--- src/rtl/dmem_pkg.sv ---
// Shared definitions for the data-memory load/store controller:
// funct3 encodings, FSM/requester enums and access-decode helpers.
package dmem_pkg;

  localparam logic [2:0] F3_B  = 3'b000;
  localparam logic [2:0] F3_H  = 3'b001;
  localparam logic [2:0] F3_W  = 3'b010;
  localparam logic [2:0] F3_BU = 3'b100;
  localparam logic [2:0] F3_HU = 3'b101;

  typedef enum logic {IDLE, RD_WAIT} state_t;
  typedef enum logic {REQ_CORE, REQ_DBG} req_t;

  // Illegal funct3 or an offset that does not match the access size.
  function automatic logic access_err(input logic we, input logic [2:0] f3,
                                      input logic [1:0] off);
    logic bad;
    bad = 1'b1;
    if (we) begin
      case (f3)
        F3_B:    bad = 1'b0;
        F3_H:    bad = off[0];
        F3_W:    bad = (off != 2'b00);
        default: bad = 1'b1;
      endcase
    end else begin
      case (f3)
        F3_B, F3_BU: bad = 1'b0;
        F3_H, F3_HU: bad = off[0];
        F3_W:        bad = (off != 2'b00);
        default:     bad = 1'b1;
      endcase
    end
    return bad;
  endfunction

  function automatic logic [3:0] store_lanes(input logic [2:0] f3, input logic [1:0] off);
    logic [3:0] lanes;
    case (f3)
      F3_B:    lanes = 4'b0001 << off;
      F3_H:    lanes = off[1] ? 4'b1100 : 4'b0011;
      F3_W:    lanes = 4'b1111;
      default: lanes = 4'b0000;
    endcase
    return lanes;
  endfunction

endpackage

--- src/rtl/dmem_load_ext.sv ---
// Load data lane select and sign/zero extension of the returned memory word.
module dmem_load_ext import dmem_pkg::*; #(
  parameter int DATA_W = 32
) (
  input  logic [2:0]        funct3,
  input  logic [1:0]        offset,
  input  logic [DATA_W-1:0] word,
  output logic [DATA_W-1:0] data
);

  logic signed [7:0]  lane_b;
  logic signed [15:0] lane_h;

  always_comb begin
    lane_b = word[{offset, 3'b000} +: 8];
    lane_h = word[{offset[1], 4'b0000} +: 16];
    case (funct3)
      F3_B:    data = DATA_W'(lane_b);
      F3_BU:   data = DATA_W'($unsigned(lane_b));
      F3_H:    data = DATA_W'(lane_h);
      F3_HU:   data = DATA_W'($unsigned(lane_h));
      default: data = word;
    endcase
  end

endmodule

--- src/rtl/dmem_ctrl.sv ---
// Data-memory controller: round-robin arbitration between core and debug ports,
// byte-lane store formatting, load extension and access error flagging.
module dmem_ctrl import dmem_pkg::*; #(
  parameter int DM_ADDRESS = 9,
  parameter int DATA_W     = 32
) (
  input  logic                  clk,
  input  logic                  reset,
  input  logic                  core_req,
  input  logic                  core_we,
  input  logic [2:0]            core_funct3,
  input  logic [DM_ADDRESS-1:0] core_addr,
  input  logic [DATA_W-1:0]     core_wdata,
  output logic                  core_gnt,
  output logic                  core_rvalid,
  output logic [DATA_W-1:0]     core_rdata,
  output logic                  core_err,
  input  logic                  dbg_req,
  input  logic                  dbg_we,
  input  logic [DM_ADDRESS-1:0] dbg_addr,
  input  logic [DATA_W-1:0]     dbg_wdata,
  output logic                  dbg_gnt,
  output logic                  dbg_rvalid,
  output logic [DATA_W-1:0]     dbg_rdata,
  output logic [DM_ADDRESS-1:0] mem_addr,
  output logic                  mem_re,
  output logic [3:0]            mem_we,
  output logic [DATA_W-1:0]     mem_wdata,
  input  logic [DATA_W-1:0]     mem_rdata
);

  state_t            state;
  req_t              last_grant;
  req_t              rd_src_p1;
  logic [2:0]        f3_p1;
  logic [1:0]        off_p1;
  logic              in_idle;
  logic              core_wins;
  logic              core_sel;
  logic              dbg_sel;
  logic              core_bad;
  logic              rd_live;
  logic [DATA_W-1:0] ext_data;
  logic              dbg_addr_unused;

  assign dbg_addr_unused = ^dbg_addr[1:0];

  // Stage p0: arbitration and memory request, all combinational from IDLE.
  // Reset masks every output so a pending read or new grant never leaks out.
  assign in_idle   = !reset && (state == IDLE);
  assign core_wins = core_req && (!dbg_req || (last_grant == REQ_DBG));
  assign core_sel  = in_idle && core_wins;
  assign dbg_sel   = in_idle && dbg_req && !core_wins;
  assign core_bad  = access_err(core_we, core_funct3, core_addr[1:0]);

  assign core_gnt = core_sel;
  assign dbg_gnt  = dbg_sel;
  assign core_err = core_sel && core_bad;

  always_comb begin
    mem_addr  = '0;
    mem_re    = 1'b0;
    mem_we    = 4'b0000;
    mem_wdata = '0;
    if (core_sel && !core_bad) begin
      mem_addr = {core_addr[DM_ADDRESS-1:2], 2'b00};
      if (core_we) begin
        mem_we = store_lanes(core_funct3, core_addr[1:0]);
        case (core_funct3)
          F3_B:    mem_wdata = {4{core_wdata[7:0]}};
          F3_H:    mem_wdata = {2{core_wdata[15:0]}};
          default: mem_wdata = core_wdata;
        endcase
      end else begin
        mem_re = 1'b1;
      end
    end else if (dbg_sel) begin
      mem_addr = {dbg_addr[DM_ADDRESS-1:2], 2'b00};
      if (dbg_we) begin
        mem_we    = 4'b1111;
        mem_wdata = dbg_wdata;
      end else begin
        mem_re = 1'b1;
      end
    end
  end

  always_ff @(posedge clk) begin
    if (reset) begin
      state      <= IDLE;
      last_grant <= REQ_DBG;
      rd_src_p1  <= REQ_CORE;
    end else begin
      case (state)
        IDLE: begin
          if (core_sel) begin
            last_grant <= REQ_CORE;
            if (!core_bad && !core_we) begin
              state     <= RD_WAIT;
              rd_src_p1 <= REQ_CORE;
            end
          end else if (dbg_sel) begin
            last_grant <= REQ_DBG;
            if (!dbg_we) begin
              state     <= RD_WAIT;
              rd_src_p1 <= REQ_DBG;
            end
          end
        end
        default: state <= IDLE;
      endcase
    end
  end

  // Lane selection for the returning read; debug reads are forced to whole words.
  always_ff @(posedge clk) begin
    if (core_sel) begin
      f3_p1  <= core_funct3;
      off_p1 <= core_addr[1:0];
    end else if (dbg_sel) begin
      f3_p1  <= F3_W;
      off_p1 <= 2'b00;
    end
  end

  // Stage p1: read data return and extension.
  dmem_load_ext #(.DATA_W(DATA_W)) u_load_ext (
    .funct3 (f3_p1),
    .offset (off_p1),
    .word   (mem_rdata),
    .data   (ext_data)
  );

  assign rd_live     = !reset && (state == RD_WAIT);
  assign core_rvalid = rd_live && (rd_src_p1 == REQ_CORE);
  assign dbg_rvalid  = rd_live && (rd_src_p1 == REQ_DBG);
  assign core_rdata  = core_rvalid ? ext_data : '0;
  assign dbg_rdata   = dbg_rvalid ? ext_data : '0;

endmodule

--- config.mk ---
export PLATFORM = sky130hd
export DESIGN_NAME = dmem_ctrl
export DESIGN_NICKNAME = d
export VERILOG_FILES = /design/src/rtl/dmem_pkg.sv /design/src/rtl/dmem_load_ext.sv /design/src/rtl/dmem_ctrl.sv
export SDC_FILE = /design/constraint.sdc
export NUM_CORES = 1
export LEC_CHECK = 0
export BUFFER_PORTS_ARGS = -buffer_cell sky130_fd_sc_hd__buf_2
export CORE_AREA = 2 2 91 93
export CTS_CLUSTER_SIZE = 8
export DETAILED_ROUTE_END_ITERATION = 6
export DIE_AREA = 0 0 93 95
export GPL_TIMING_DRIVEN = 0
export PLACE_DENSITY = 0.74
export SETUP_SLACK_MARGIN = 0.3
export SLEW_MARGIN = 30
export SYNTH_ARGS = -nofsm -noshare
export SYNTH_HDL_FRONTEND = slang
export SYNTH_SLANG_ARGS = --single-unit
--- constraint.sdc ---
create_clock -name clk -period 2 [get_ports clk]
set_input_delay 0.4 -clock clk [delete_from_list [all_inputs] [get_ports clk]]
set_output_delay 0.4 -clock clk [all_outputs]
set_load 0.05 [all_outputs]
==> impl_summary.txt, run 1 <==
----------------------------------------------------
[Place]
  Detailed placement HPWL ... roughly 11000 µm
  Routability Congestion ... around 0.87
  IO Port Bufs ... 231
  Placement Setup Slack ... -0.7527 ns

[Global routing]
  Maximum number of pins on one net before global-route repair ... 11

[Clock network]
  H-tree Lvls ... 1
  Maximum buffer depth of the clock tree ... 2
  Clk root buf ... sky130_fd_sc_hd__clkbuf_8
  Number of buffers created by CTS ... 3
  Num Clock Sinks ... 8
  Post-CTS Hold Fix Bufs ... 0

[Synth]
  Number of synthesized flops with an enable pin ... 5
  Yosys cell types ... 48
  Cell area after synthesis ... ~2700 µm²
  Mean Syn Cell Area ... around 7.2 µm²
  Post-Syn Instances ... about 370
  Post-synthesis cell type with the largest combined area ... sky130_fd_sc_hd__o32ai_1
  Predominant post-synthesis flop cell ... sky130_fd_sc_hd__edfxtp_1
  Share of Yosys cell area claimed by the top area cell type ... 11.81%
  Asr flop ratio synth ... 0%
  Number of synthesized register bits ... 8
  Sequential element share of the synthesized area ... slightly below 8%
  Main area contributors after synthesis ... sky130_fd_sc_hd__o32ai_1, sky130_fd_sc_hd__mux2i_1, sky130_fd_sc_hd__inv_1, sky130_fd_sc_hd__mux2_2, sky130_fd_sc_hd__nand3_1
  Total of warnings raised by yosys ... 0

[STA]
  Crit. endpoint post-GRT repair ... core_rdata[10]
  Classification of the worst endpoint ... primary output

[Die]
  Effective utilization at floorplan ... 33.68%
  Overall die width ... 93 µm
  Floorplan row count ... 33
  Floorplan die height ... 95 µm
  Top Ports ... 238

[Status]
  Stage where the flow stopped ... 5_1_grt
  Result of the run ... aborted with a tool error
  Error message ... [ERROR DPL-0038] Utilization greater than 100%, impossible to legalize

----------------------------------------------------
[cell usage after synthesis (3+ instances only)]
cell type and instances:
sky130_fd_sc_hd__nand3_1 35, sky130_fd_sc_hd__nand2b_1 5, sky130_fd_sc_hd__nor2_1 3, sky130_fd_sc_hd__a21oi_1 4, sky130_fd_sc_hd__and3b_1 8, sky130_fd_sc_hd__o32ai_1 36, sky130_fd_sc_hd__edfxtp_1 5, sky130_fd_sc_hd__clkbuf_1 20
sky130_fd_sc_hd__nor4bb_1 7, sky130_fd_sc_hd__inv_1 54, sky130_fd_sc_hd__buf_4 3, sky130_fd_sc_hd__a221o_1 14, sky130_fd_sc_hd__mux2i_1 25, sky130_fd_sc_hd__mux2_2 16, sky130_fd_sc_hd__nand4_1 6, sky130_fd_sc_hd__a221oi_1 14
sky130_fd_sc_hd__o31ai_1 4, sky130_fd_sc_hd__buf_6 3, sky130_fd_sc_hd__nor2b_1 3, sky130_fd_sc_hd__nand2_1 40, sky130_fd_sc_hd__dfxtp_1 3, sky130_fd_sc_hd__o21ai_0 8, sky130_fd_sc_hd__buf_2 14, sky130_fd_sc_hd__and3_1 5
sky130_fd_sc_hd__a22o_1 7
[stage by stage]
stage / std cells / hold WS [ns] / area (µm²) / TNS (ns)
after floorplan: 374 / 0.4697 / 4503 / -15.99
after CTS: 753 / 0.4953 / 7168 / -29.95
after detailed placement: 710 / 0.5048 / 5792 / -48.89
after global placement: 710 / 0.4920 / 5791 / -47.84
[timing repair]
item | in CTS
buffers inserted | 33
endpoints found under the setup margin | 118
pin swaps | 26
gates cloned | 6
resized for setup | 266
[cells by family after synthesis]
group	Yosys count	synth area share, %
DFF	8	7.872
muxes	42	16.96
AOI/OAI and AO/OA	99	32.38
buffers and inverters	97	15.60
and+or+nand+nor	126	27.04
other	1	0.1404
==> run 2, diff against run 1 <==
--- a/config.mk
+++ b/config.mk
@@ -7,12 +7,10 @@
 export LEC_CHECK = 0
 export BUFFER_PORTS_ARGS = -buffer_cell sky130_fd_sc_hd__buf_2
 export CORE_AREA = 2 2 91 93
-export CTS_CLUSTER_SIZE = 8
 export DETAILED_ROUTE_END_ITERATION = 6
 export DIE_AREA = 0 0 93 95
 export GPL_TIMING_DRIVEN = 0
-export PLACE_DENSITY = 0.74
-export SETUP_SLACK_MARGIN = 0.3
+export PLACE_DENSITY_LB_ADDON = 0.15
 export SLEW_MARGIN = 30
 export SYNTH_ARGS = -nofsm -noshare
 export SYNTH_HDL_FRONTEND = slang
==> impl_summary.txt, run 2 <==
----------------------------------------------------
[STA]
  Final Hold Viols ... 0
  Relative slew slack ... about 58%
  Skew final ... roughly 0.0037 ns
  Achievable Freq ... just over 400 MHz
  Final slew viol count ... 0
  Slew at the pin with the worst max-slew slack ... around 0.62 ns
  Unrepaired setup endpoints after global routing ... yes
  Post-route clock period utilization ... 121.7%
  Least setup slack across all paths after layout ... -0.4338 ns
  Fin Hold WS ... 0.5008 ns
  Setup violation total in the final timing report ... approximately 110
  Minimum clock period ... roughly 2.4 ns

[Synth]
  Cell area after synthesis ... 2670 µm² (unchanged)
  Yosys cell types ... 48 (unchanged)
  Cell types with the highest counts after synthesis ... sky130_fd_sc_hd__inv_1, sky130_fd_sc_hd__nand2_1, sky130_fd_sc_hd__o32ai_1
  Number of synthesized flops with an enable pin ... 5 (unchanged)
  Number of synthesized register bits ... 8 (unchanged)
  Predominant post-synthesis flop cell ... sky130_fd_sc_hd__edfxtp_1
  Total of warnings raised by yosys ... 0 (unchanged)
  Sequential element share of the synthesized area ... 7.873% (unchanged)
  Asr flop ratio synth ... 0% (unchanged)
  Post-synthesis cell type with the largest combined area ... sky130_fd_sc_hd__o32ai_1
  Post-Syn Instances ... 373 (unchanged)
  Main area contributors after synthesis ... sky130_fd_sc_hd__o32ai_1, sky130_fd_sc_hd__mux2i_1, sky130_fd_sc_hd__inv_1, sky130_fd_sc_hd__mux2_2, sky130_fd_sc_hd__nand3_1
  Share of Yosys cell area claimed by the top area cell type ... 11.81% (unchanged)
  Mean Syn Cell Area ... 7.158 µm² (unchanged)
  Library cell with the highest instance count after synthesis ... sky130_fd_sc_hd__inv_1

[Layout]
  Filler cells ... between 200 and 250
  Proportion of layout cells with a drive suffix above 1 ... about three quarters
  Most flops, register ... f3_p1
  Final non-filler cell total ... 768
  Leading cell type in the layout, fill and taps excluded ... sky130_fd_sc_hd__buf_2
  Area delta synth->final ... 177.9%
  Largest register FFs ... 3
  Registers with the highest flip-flop counts ... f3_p1 (3), off_p1 (2)
  Number of nets in the layout ... approximately 790
  Most used cells in the layout excluding fill and tap cells ... sky130_fd_sc_hd__buf_2, sky130_fd_sc_hd__buf_6, sky130_fd_sc_hd__inv_1, sky130_fd_sc_hd__buf_4, sky130_fd_sc_hd__o32ai_4

[Global routing]
  Initial antenna violation count ... 1
  Maximum number of pins on one net before global-route repair ... 11
  Residual overflow from global routing ... 0
  Via count of the first global-routing pass ... around 4.6k
  Wire length of the first global-routing pass ... 23930 µm
  Total routing usage reported by global routing ... approximately a third

[Power]
  Sw Pwr ... roughly 0.9 mW
  Switching Fraction ... between 40% and 50%
  Leakage dissipation ... 3.532 nW
  Max IR drop VDD ... between 0.0003 and 0.0004 V
  Internal Power ... between 0.9 and 1 mW
  Sequential cell fraction of total power ... 11.5%
  Clock network fraction of design power ... ~11%
  Power density relative to cell area ... ~240 nW/µm²
  Combinational Power Share ... 77.2%

[Clock network]
  Maximum buffer depth of the clock tree ... 2 (unchanged)
  Clk root buf ... sky130_fd_sc_hd__clkbuf_8
  Num Clock Sinks ... 8 (unchanged)
  H-tree Lvls ... 1 (unchanged)
  Number of buffers created by CTS ... 3 (unchanged)
  Post-CTS Hold Fix Bufs ... 0 (unchanged)
  Clock transition at path regs ... about 0.040 ns
  Clk Latency, worst-skew pair ... around 0.23 ns
  Clock tree from TritonCTS ... yes

[Flow run]
  Number of maximum-capacitance violations ... 0

[Status]
  Violated checks ... negative setup slack
  Result of the run ... complete, but fails checks

[Hold path]
  Worst min-delay path startpoint ... core_funct3[2]
  Worst min-delay path class ... in -> reg
  Worst Hold Path EP ... f3_p1[2]
  Number of cells traversed by the worst hold path ... 2

[Worst setup path]
  Startpoint Class ... register
  Worst R2R Start ... state
  Worst reg2reg path depth ... 7
  Crit Path Max Fanout ... 6
  Worst EP required ... between 1.5 and 2 ns
  CP Capture Type ... primary output
  Register-to-register path setup slack ... around 0.36 ns
  Critical Path AT ... ~2.0 ns
  Critical R2R Capture ... f3_p1[1]
  Critical path class ... reg -> out

[Detailed routing]
  Initial DRT Pass Iterations ... 6
  Detailed-route via count ... between 4k and 5k
  Remaining antenna violation count after routing ... 0
  Iter 0 DRT Violations ... between 400 and 500
  Number of DRC violations after detailed routing ... 0
  Post-detailed-route via-to-cell ratio ... ~6.5
  Final wirelength ... ~21000 µm
  Wirelength per Cell ... ~27 µm

[Place]
  Routability Congestion ... 0.8753 (+0.21%)
  Dpl cells ... 710 (unchanged)
  Detailed placement HPWL ... 10820 µm (-5.8%)
  IO Port Bufs ... 231 (unchanged)

[Die]
  Core ar. ... ~7900 µm²
  Effective utilization at floorplan ... 33.68% (unchanged)
  Top Ports ... 238 (unchanged)
  Floorplan row count ... 33 (unchanged)
  Floorplan die height ... 95 µm (unchanged)
  Full die area ... about 9000 µm²
  Overall die width ... 93 µm (unchanged)

----------------------------------------------------
==> run 2: cell counts after synthesis <==
No cell type changed its count.
==> run 2: metal layers <==
| metal | wire length (µm) | vias up | global-route usage (%) |
|---|---|---|---|
| met3 | 1908 | 148 | 4.389 |
| met4 | 1727 | 0 | 13.11 |
| met1 | 6583 | 2339 | 38.65 |
| met2 | 10670 | 475 | 65.82 |
| li1 | - | 2011 | - |
| met5 | 0 | - | 0 |
==> run 2: kinds of logic (layout without fill, tap and decap cells) <==
logic type	after synthesis	count (layout)	share of synthesized area (%)
multiplexers	42	42	16.96
flip-flops	8	8	7.872
other	1	3	0.1404
AO/OA/AOI/OAI	99	99	32.38
AND/OR/NAND/NOR	126	126	27.04
buffers and inverters	97	385	15.60
==> run 2: metrics by stage <==
| stage | cell area (µm²) | setup TNS, ns | setup slack [ns] | total power, mW | util (%) |
|---|---|---|---|---|---|
| finish | 7420 | -32.00 | -0.4338 | 1.804 | 93.59 |
| floorplan | 4218 | -9.401 | -0.2858 | 0.9333 | - |
| global placement | 5505 | -39.01 | -0.5232 | 1.202 | 69.44 |
| detailed placement | 5507 | -40.73 | -0.5548 | 1.222 | 69.46 |
| CTS | 6731 | -25.72 | -0.3520 | 1.635 | 84.91 |
| global route | 7420 | -36.05 | -0.4779 | 1.846 | 93.59 |
==> run 2: repair_timing <==
item / 4_1_cts / 5_1_grt
cloned: 3 / 5
pin swaps: 20 / 22
endpoints found under the setup margin: 113 / 113
gates resized for setup: 254 / 117
buffers inserted: 26 / 27
==> run 2: worst max-delay path by stage <==
stage | from | end | slack (ns)
floorplan | core_funct3[0] | mem_wdata[2] | -0.29
global placement | core_funct3[2] | mem_wdata[29] | -0.52
detailed placement | reset | mem_wdata[6] | -0.55
CTS | off_p1[1] | core_rdata[20] | -0.35
global route | f3_p1[1] | dbg_rdata[4] | -0.48
finish | off_p1[1] | dbg_rdata[19] | -0.43
==> run 2: layout make-up <==
class,count,area [µm²],share of cell area (%)
clock buffer,4,45.04,0.6071
tap,105,131.4,1.771
antenna,1,2.502,0.03373
buffer,37,456.7,6.155
timing repair buffer,290,2600,35.04
multi-input combinational,269,3762,50.71
inverter,54,207.7,2.799
sequential,8,214.0,2.884
==> run 2: critical path, cell delays in order (launching register included) <==
cell and delay [ns]:
sky130_fd_sc_hd__edfxtp_1 0.42, sky130_fd_sc_hd__mux4_2 0.59, sky130_fd_sc_hd__nand4_1 0.15, sky130_fd_sc_hd__buf_6 0.15
sky130_fd_sc_hd__buf_6 0.15, sky130_fd_sc_hd__nand3_1 0.14, sky130_fd_sc_hd__buf_6 0.19
==> run 2: power groups by stage <==
stage	logic, mW	registers (mW)	clock network, mW
finish	1.39	0.207	0.204
global route	1.43	0.207	0.214
CTS	1.23	0.203	0.204
detailed placement	1.02	0.202	0
global placement	1.00	0.201	0
floorplan	0.734	0.199	0
(Power assumes the default switching activity.)
